**src/rtl/ones_frame_accumulator_if.sv**
```systemverilog
// Beat input stream and frame-result output stream of the ones frame accumulator.
// slave is the accumulator side; master is the producer/consumer side.
interface ones_frame_accumulator_if #(
  parameter int unsigned SUM_W = 7,
  parameter int unsigned CNT_W = 8
);
  logic [2:0]       In;
  logic             in_valid;
  logic             in_last;
  logic             in_ready;
  logic             out_valid;
  logic             out_ready;
  logic [SUM_W-1:0] out_sum;
  logic [CNT_W-1:0] out_nibbles;
  logic             out_ovf;
  logic             out_trunc;
  logic             out_err;

  modport slave (
    input  In, in_valid, in_last, out_ready,
    output in_ready, out_valid, out_sum, out_nibbles, out_ovf, out_trunc, out_err
  );

  modport master (
    output In, in_valid, in_last, out_ready,
    input  in_ready, out_valid, out_sum, out_nibbles, out_ovf, out_trunc, out_err
  );
endinterface

```
**src/rtl/ones_frame_accumulator.sv**
```systemverilog
// Accumulates per-nibble ones counts (0..4) over a frame closed by in_last or
// MAX_NIBBLES; holds the saturated total plus status flags until taken.
module ones_frame_accumulator #(
  parameter int unsigned MAX_NIBBLES = 16,
  parameter int unsigned SUM_W       = 7,
  parameter int unsigned CNT_W       = 8
) (
  input  logic                    clk,
  input  logic                    rst,
  ones_frame_accumulator_if.slave bus
);

  typedef enum logic [1:0] {
    IDLE,
    ACC,
    HOLD
  } state_t;

  localparam logic [SUM_W:0]   SUM_MAX = {1'b0, {SUM_W{1'b1}}};
  localparam logic [CNT_W-1:0] CNT_MAX = CNT_W'(MAX_NIBBLES);

  state_t           state_q, state_d;
  logic [SUM_W-1:0] sum_q, sum_d;
  logic [CNT_W-1:0] nib_q, nib_d;
  logic             ovf_q, ovf_d;
  logic             trunc_q, trunc_d;
  logic             err_q, err_d;

  logic             first;
  logic             beat_err;
  logic [2:0]       beat_val;
  logic [SUM_W:0]   sum_base;
  logic [SUM_W:0]   sum_true;
  logic             sum_over;
  logic [CNT_W-1:0] nib_next;
  logic             at_max;

  always_ff @(posedge clk) begin
    if (rst) begin
      state_q <= IDLE;
      sum_q   <= '0;
      nib_q   <= '0;
      ovf_q   <= 1'b0;
      trunc_q <= 1'b0;
      err_q   <= 1'b0;
    end else begin
      state_q <= state_d;
      sum_q   <= sum_d;
      nib_q   <= nib_d;
      ovf_q   <= ovf_d;
      trunc_q <= trunc_d;
      err_q   <= err_d;
    end
  end

  // IDLE and ACC share one datapath: IDLE simply starts from a zero base.
  always_comb begin
    first    = (state_q == IDLE);
    beat_err = (bus.In > 3'd4);
    beat_val = beat_err ? 3'd0 : bus.In;
    sum_base = first ? '0 : {1'b0, sum_q};
    sum_true = sum_base + (SUM_W + 1)'(beat_val);
    sum_over = (sum_true > SUM_MAX);
    nib_next = first ? CNT_W'(1) : nib_q + CNT_W'(1);
    at_max   = (nib_next == CNT_MAX);
  end

  always_comb begin
    state_d = state_q;
    sum_d   = sum_q;
    nib_d   = nib_q;
    ovf_d   = ovf_q;
    trunc_d = trunc_q;
    err_d   = err_q;

    unique case (state_q)
      IDLE, ACC: begin
        if (bus.in_valid) begin
          sum_d   = sum_over ? SUM_MAX[SUM_W-1:0] : sum_true[SUM_W-1:0];
          nib_d   = nib_next;
          ovf_d   = (first ? 1'b0 : ovf_q) | sum_over;
          err_d   = (first ? 1'b0 : err_q) | beat_err;
          trunc_d = !bus.in_last && at_max;
          state_d = (bus.in_last || at_max) ? HOLD : ACC;
        end
      end
      HOLD: begin
        if (bus.out_ready) state_d = IDLE;
      end
      default: state_d = IDLE;
    endcase
  end

  assign bus.in_ready    = (state_q != HOLD);
  assign bus.out_valid   = (state_q == HOLD);
  assign bus.out_sum     = sum_q;
  assign bus.out_nibbles = nib_q;
  assign bus.out_ovf     = ovf_q;
  assign bus.out_trunc   = trunc_q;
  assign bus.out_err     = err_q;

endmodule
```
**src/flat_wrapper.sv**
```systemverilog
// flat-port wrapper written by rule: the top's interface ports become plain ports
module ones_frame_accumulator_flat 
#(
  parameter int unsigned MAX_NIBBLES = 16,
  parameter int unsigned SUM_W       = 7,
  parameter int unsigned CNT_W       = 8
)
  (clk, rst, bus_In, bus_in_valid, bus_in_last, bus_out_ready, bus_in_ready, bus_out_valid, bus_out_sum, bus_out_nibbles, bus_out_ovf, bus_out_trunc, bus_out_err);
  ones_frame_accumulator_if #(.SUM_W(SUM_W), .CNT_W(CNT_W)) bus_i ();
  input  logic clk;
  input  logic rst;
  input wire logic [$bits(bus_i.In)-1:0] bus_In;
  input wire logic [$bits(bus_i.in_valid)-1:0] bus_in_valid;
  input wire logic [$bits(bus_i.in_last)-1:0] bus_in_last;
  input wire logic [$bits(bus_i.out_ready)-1:0] bus_out_ready;
  output wire logic [$bits(bus_i.in_ready)-1:0] bus_in_ready;
  output wire logic [$bits(bus_i.out_valid)-1:0] bus_out_valid;
  output wire logic [$bits(bus_i.out_sum)-1:0] bus_out_sum;
  output wire logic [$bits(bus_i.out_nibbles)-1:0] bus_out_nibbles;
  output wire logic [$bits(bus_i.out_ovf)-1:0] bus_out_ovf;
  output wire logic [$bits(bus_i.out_trunc)-1:0] bus_out_trunc;
  output wire logic [$bits(bus_i.out_err)-1:0] bus_out_err;
  assign bus_i.In = bus_In;
  assign bus_i.in_valid = bus_in_valid;
  assign bus_i.in_last = bus_in_last;
  assign bus_i.out_ready = bus_out_ready;
  assign bus_in_ready = bus_i.in_ready;
  assign bus_out_valid = bus_i.out_valid;
  assign bus_out_sum = bus_i.out_sum;
  assign bus_out_nibbles = bus_i.out_nibbles;
  assign bus_out_ovf = bus_i.out_ovf;
  assign bus_out_trunc = bus_i.out_trunc;
  assign bus_out_err = bus_i.out_err;
  ones_frame_accumulator #(.MAX_NIBBLES(MAX_NIBBLES), .SUM_W(SUM_W), .CNT_W(CNT_W)) u_core (.clk(clk), .rst(rst), .bus(bus_i));
endmodule
```
**config.mk**
```make
export PLATFORM = sky130hd
export DESIGN_NAME = ones_frame_accumulator_flat
export DESIGN_NICKNAME = d
export VERILOG_FILES = /design/src/rtl/ones_frame_accumulator_if.sv /design/src/rtl/ones_frame_accumulator.sv /design/src/flat_wrapper.sv
export SDC_FILE = /design/constraint.sdc
export NUM_CORES = 1
export LEC_CHECK = 0
export CORE_UTILIZATION = 49
export CTS_CLUSTER_SIZE = 20
export DETAILED_ROUTE_END_ITERATION = 12
export HOLD_SLACK_MARGIN = 0.08
export MAX_ROUTING_LAYER = met4
export PLACE_DENSITY = 0.8
export SYNTH_ARGS = -nofsm -noshare
export SYNTH_HDL_FRONTEND = slang
export SYNTH_SLANG_ARGS = --single-unit
```
**constraint.sdc**
```tcl
create_clock -name clk -period 2.8 [get_ports clk]
set_input_delay 0.42 -clock clk [delete_from_list [all_inputs] [get_ports clk]]
set_output_delay 0.42 -clock clk [all_outputs]
set_load 0.005 [all_outputs]
```
==> results of run 1 <==
==> through the flow <==
stage / worst slack, ns / hold slack (ns) / instance area (sq um)
2_1_floorplan: 0.721 / 0.467 / 1220
3_3_place_gp: 0.348 / 0.467 / 1490
3_5_place_dp: 0.228 / 0.473 / 1490
4_1_cts: 0.505 / 0.496 / 1530
5_1_grt: 0.338 / 0.512 / 1530
6_report: 0.493 / 0.492 / 1530
==> cells in the final DEF (no fill, tap or decap), types with 3 or more instances in the layout <==
cell type,netlist,routed
nor2b_1,4,4
and2_1,3,3
a211oi_1,3,3
dfxtp_1,20,20
o21ai_0,8,8
buf_4,0,3
inv_1,4,4
ha_1,4,4
nand3_1,5,5
nand2b_1,5,5
nor2_1,16,16
a311oi_1,3,3
a21oi_1,13,13
a21o_1,5,5
clkdlybuf4s50_1,0,27
nor3_1,3,3
clkbuf_4,0,3
nand2_1,10,10
==> report_power, final <==
part | leakage, nW | internal (mW) | switching [mW] | total, mW
Clock | 0.0210 | 0.0794 | 0.0960 | 0.175
Combinational | 0.411 | 0.0450 | 0.0471 | 0.0921
Sequential | 0.162 | 0.292 | 0.00864 | 0.301
==> worst paths after layout <==
check                           depth (start not counted)  slack, ns                from               endpoint
worst min register to register                          2       0.49  u_core.bus.out_err     u_core.bus.out_err
worst max register to register                          9       0.49   u_core.state_q[0]  u_core.bus.out_sum[4]
worst max-delay path                                    9       0.49   u_core.state_q[0]  u_core.bus.out_sum[4]
worst min-delay path                                    2       0.49  u_core.bus.out_err     u_core.bus.out_err
==> registers in the layout (all words and copies together) (netlist names) <==
name and count:
u_core.bus.out_trunc 1, u_core.bus.out_sum 7, u_core.bus.out_nibbles 8, u_core.bus.out_err 1, u_core.bus.out_ovf 1, u_core.state_q 2
==> tightest hold or removal path, delay by kind of cell (launching register included) <==
kind	cells	cell delay, ns
AOI/OAI and AO/OA	2	0.13
DFF	1	0.32
==> cell usage after synthesis (all sizes together) <==
cell type	n
o21ai	8
xor2	2
inv	4
nand4b	1
nor2b	4
nor2	16
or3	1
nand2	11
dfxtp	20
a21o	5
or4	1
o211a	1
nor3b	1
ha	4
nand3b	2
o211ai	1
a21oi	13
nand3	5
a31oi	2
and2	3
a41oi	1
fa	1
nor4b	2
xnor2	2
a311oi	4
and3	1
a2bb2oi	1
or2	2
o31ai	1
nand2b	5
nor4	1
o41ai	1
a211oi	4
buf	6
nor3	3
nand4	3
clkbuf	3
==> layer usage <==
layer	up-vias	routed length, um	global-route usage (%)
met5	-	0	-
met4	0	55	11.7
met3	7	124	3.22
met2	35	1360	36.1
met1	541	1240	30.6
li1	584	-	-
==> cell families (layout without fill, tap and decap cells) <==
kind of cell / count (synthesis) / after routing / share of synthesized area, %
AOI/OAI and AO/OA: 42 / 42 / 23.9
xor gates and xnor gates: 4 / 4 / 2.88
adders and majority gates: 5 / 5 / 5.76
buffers and inverters: 13 / 38 / 5.55
DFF: 20 / 20 / 32.9
and+or+nand+nor: 62 / 62 / 29.0
==> cell type report <==
type	count	area, sq um
clock buffers	4	36.3
fillers	194	748
inverters	4	15.0
multi-input cells	113	748
flip-flops and latches	20	400
well taps	28	35.0
repair buffers	30	293
==> flow_metrics.py, run 1 <==
metrics = {
    "layout": {
        "area_growth_pct": 25.6,
        "fin_nets": 185,
        "utilization_pct": 67.1,
        "antennaDiodeCount": 0,
        "drive_above_1_share_pct": 8.19,
        "final_cells": 199,
    },
    "synth": {
        "yosysTopAreaCell": "dfxtp_1",
        "seq_area_frac_synth_pct": 32.9,
        "synth.distinct_cells": 45,
        "synth_warnings": 0,
        "syn_inst": 146,
        "synth_top_area_share_pct": 32.9,
        "syn_nets": 159,
        "ys_ff_latch": 20,
        "synth_area_per_cell_sq_um": 8.33,
        "synth.area.top_cells": "dfxtp_1, a21oi_1, nor2_1, ha_1, o21ai_0",
        "syn_area_sq_um": 1220,
    },
    "critical_path": {
        "start_kind": "flop",
        "max_stage_delay_ns": 0.51,
        "crit_path_max_fanout": 10,
        "required_ns": 3.02,
        "slowest_stage": "dfxtp_1",
        "endpoint_kind": "flop",
        "critPathKind": "reg -> reg",
        "path_cells": "or2_1, and2_1, ha_1, inv_1, fa_1, nor2b_1, o21ai_0, or3_1, a31oi_1",
        "crit_family": "simple AND/OR/NAND/NOR gates",
        "worstPathArrival_ns": 2.53,
        "crit_buf_inv": 1,
    },
    "floorplan": {
        "start_util_pct": 53.4,
        "die-height_um": 51.8,
        "core_area_sq_um": 2280,
        "dieArea_sq_um": 2690,
        "io_pins": 28,
        "rows": 17,
        "die_x_um": 51.8,
    },
    "clocking": {
        "cts_tree": "built",
        "h-tree-depth": 1,
        "postCtsSetupBuffers": 0,
        "clk_latency_ns": 0.31,
        "postCtsHoldBufs": 0,
        "cts.sinks": 20,
        "cts_resized": 0,
        "cts_buffers": 3,
        "clk_pin_slew_worst_paths_ns": 0.12,
        "clockBufferDepth": 2,
        "clock-root-buffer": "clkbuf_4",
    },
    "timing": {
        "period_minus_slack_ns": 2.31,
        "finalSetupViolations": 0,
        "fmax_mhz": 433,
        "worstMarginPinSlew_ns": 0.813,
        "fin_setup_tns_ns": 0,
        "period_share_pct": 82.4,
        "rsz0062_at_grt": "no",
        "fin_skew_ns": 0.00761,
        "report.final.slew_viol_count": 0,
        "hold_viol_final": 0,
        "slew_headroom_pct": 45.6,
    },
    "global_routing": {
        "grt_pass1_vias": 1037,
        "grt_usage_pct": 23.7,
        "grt_first_pass_wirelength_um": 4590,
        "grt_max_degree": 23,
        "antenna_found_initial": 0,
        "globalRouteOverflowTotal": 0,
    },
    "min_path": {
        "hold_class": "reg -> reg",
    },
    "drt": {
        "first_pass_iters": 5,
        "drc": 0,
        "ant_nets": 0,
        "drtIter0Drc": 10,
        "via_count": 1167,
        "wire_per_inst_um": 14.0,
        "wirelength_um": 2780,
        "vias_per_cell": 5.86,
    },
    "power": {
        "peakVddDrop_v": 0.000229,
        "p_leak_nw": 0.594,
        "finalPower_mw": 0.568,
        "p_per_area_nw_per_um2": 372,
    },
    "placed_design": {
        "hpwl_um": 2090,
        "port_buffers": 27,
        "place_inst": 195,
        "gp_congestion": 0.843,
    },
    "job": {
        "cap_violations": 0,
    },
    "status": {
        "run_status": "complete, no violations",
    },
}
Note: power is estimated with default switching activity, not from simulation.
==> inputs of run 2 (changes only) <==
--- a/config.mk
+++ b/config.mk
@@ -5,12 +5,12 @@
 export SDC_FILE = /design/constraint.sdc
 export NUM_CORES = 1
 export LEC_CHECK = 0
-export CORE_UTILIZATION = 49
+export CORE_UTILIZATION = 44
 export CTS_CLUSTER_SIZE = 20
 export DETAILED_ROUTE_END_ITERATION = 12
 export HOLD_SLACK_MARGIN = 0.08
 export MAX_ROUTING_LAYER = met4
-export PLACE_DENSITY = 0.8
+export PLACE_DENSITY = 0.76
 export SYNTH_ARGS = -nofsm -noshare
 export SYNTH_HDL_FRONTEND = slang
 export SYNTH_SLANG_ARGS = --single-unit
==> constraint.sdc (replaced) <==
create_clock -name clk -period 1.9 [get_ports clk]
set_input_delay 0.285 -clock clk [delete_from_list [all_inputs] [get_ports clk]]
set_output_delay 0.285 -clock clk [all_outputs]
set_load 0.005 [all_outputs]
==> run 2 against run 1 <==
Register-to-register slack lost 0.48 ns. Hold slack got worse by 0.012 ns. Setup slack lost 0.48 ns. Critical path type unchanged. Largest power group unchanged.
==> flow_metrics.py, run 2 (synthesis results as in run 1) <==
metrics = {
    "floorplan": {
        "die-height_um": 54.6,
        "die_x_um": 54.6,
        "dieArea_sq_um": 2980,
        "io_pins": 28,
        "rows": 18,
        "core_area_sq_um": 2540,
        "start_util_pct": 47.8,
    },
    "global_routing": {
        "globalRouteOverflowTotal": 0,
        "grt_max_degree": 18,
        "grt_pass1_vias": 1164,
        "grt_first_pass_wirelength_um": 5030,
        "grt_usage_pct": 24.2,
        "antenna_found_initial": 0,
    },
    "timing": {
        "hold_viol_final": 0,
        "worstMarginPinSlew_ns": 0.502,
        "finalSetupViolations": 0,
        "fin_skew_ns": 0.00157,
        "rsz0062_at_grt": "yes",
        "period_share_pct": 99.5,
        "slew_headroom_pct": 66.4,
        "report.final.slew_viol_count": 0,
        "period_minus_slack_ns": 1.89,
        "fmax_mhz": 529,
    },
    "layout": {
        "final_cells": 214,
        "multiInputGateArea_sq_um": 840,
        "n_fill_cell": 226,
        "final_common_cell": "clkdlybuf4s50_1",
        "area_growth_pct": 42.2,
        "drive_above_1_share_pct": 24.5,
        "antennaDiodeCount": 0,
        "final_cell_mix": "clkdlybuf4s50_1, dfxtp_1, buf_4",
        "stdcell_area_sq_um": 1730,
        "largest_reg_flops": 8,
        "register_area_sq_um": 403,
        "fin_nets": 199,
    },
    "clocking": {
        "cts.sinks": 20,
        "h-tree-depth": 1,
        "clock-root-buffer": "clkbuf_4",
        "clk_latency_ns": 0.30,
        "clockBufferDepth": 2,
        "clk_pin_slew_worst_paths_ns": 0.11,
        "cts_tree": "built",
        "cts_buffers": 3,
        "postCtsHoldBufs": 0,
    },
    "drt": {
        "ant_nets": 0,
        "wire_per_inst_um": 14.3,
        "wirelength_um": 3060,
        "vias_per_cell": 5.90,
        "drtIter0Drc": 23,
        "first_pass_iters": 4,
        "drc": 0,
        "via_count": 1263,
    },
    "critical_path": {
        "critPathKind": "reg -> reg",
        "worstPathArrival_ns": 2.13,
        "crit_path_max_fanout": 5,
        "endpoint_kind": "flop",
        "start_kind": "flop",
        "required_ns": 2.14,
    },
    "power": {
        "p_leak_nw": 0.706,
        "peakVddDrop_v": 0.000468,
        "power.share.clock_pct": 24.6,
        "seqPwrFrac_pct": 52.7,
        "combPwrFrac_pct": 22.7,
        "p_per_area_nw_per_um2": 481,
        "p_int_mw": 0.602,
        "swShare_pct": 27.5,
        "power_switching_mw": 0.229,
    },
    "placed_design": {
        "port_buffers": 27,
        "gp_congestion": 0.831,
        "place_inst": 210,
        "hpwl_um": 2200,
        "placed_area_sq_um": 1640,
    },
    "job": {
        "cap_violations": 0,
    },
    "min_path": {
        "hold_class": "reg -> reg",
    },
    "status": {
        "run_status": "complete, no violations",
    },
}
[run 2: stage by stage]
stage / setup TNS (ns) / worst slack [ns] / power, mW / hold WS, ns / utilization [%]
after floorplan: -0.267 / -0.0866 / 0.538 / 0.385 / -
after global placement: -1.98 / -0.364 / 0.614 / 0.458 / 64.4
after detailed placement: -2.34 / -0.414 / 0.619 / 0.471 / 64.4
after CTS: 0 / 0.00441 / 0.826 / 0.480 / 66.2
after global routing: -0.387 / -0.0977 / 0.870 / 0.515 / 67.9
final: 0 / 0.0101 / 0.831 / 0.480 / 67.9
[run 2: repair_timing]
item	in CTS	in global routing
pin swaps	3	2
resized for setup	8	7
setup buffers	0	1
gates cloned	0	0
setup endpoints to repair	5	8
[run 2: path summary, 6_finish.rpt]
| check | startpoint | endpoint | slack [ns] | cells after the start |
|---|---|---|---|---|
| max | u_core.state_q[1] | u_core.bus.out_sum[4] | 0.01 | 9 |
| min | u_core.bus.out_err | u_core.bus.out_err | 0.48 | 2 |
| max reg2reg | u_core.state_q[1] | u_core.bus.out_sum[4] | 0.01 | 9 |
| min reg2reg | u_core.bus.out_err | u_core.bus.out_err | 0.48 | 2 |
[run 2: layout make-up]
type | instances | share of cell area, %
sequential | 20 | 23.3
tap | 30 | 2.17
clock buffer | 3 | 1.30
timing repair buffer | 44 | 23.8
multi-input combinational | 113 | 48.6
inverter | 4 | 0.868
[run 2: critical path, cell delays in order, from the launching register on]
cell and delay, ns:
dfxtp_2 0.34, or2_4 0.14, and2_4 0.15, ha_4 0.13
inv_2 0.03, fa_2 0.35, nor2b_2 0.14, o21ai_1 0.08
or3_1 0.32, a31oi_1 0.16
[run 2: power groups by stage]
stage                     Combinational [mW]  Clock, mW  Sequential (mW)
final                                  0.188      0.205            0.438
after global routing                   0.206      0.225            0.439
after CTS                              0.177      0.211            0.438
after detailed placement               0.172          0            0.447
after global placement                 0.168          0            0.446
after floorplan                       0.0888          0            0.449
[run 2: layer usage]
metal	global-route usage [%]	share of wire [%]
met1	28.8	46
met2	40.9	50
met3	4.44	2.6
met4	7.69	1.3
met5	-	0
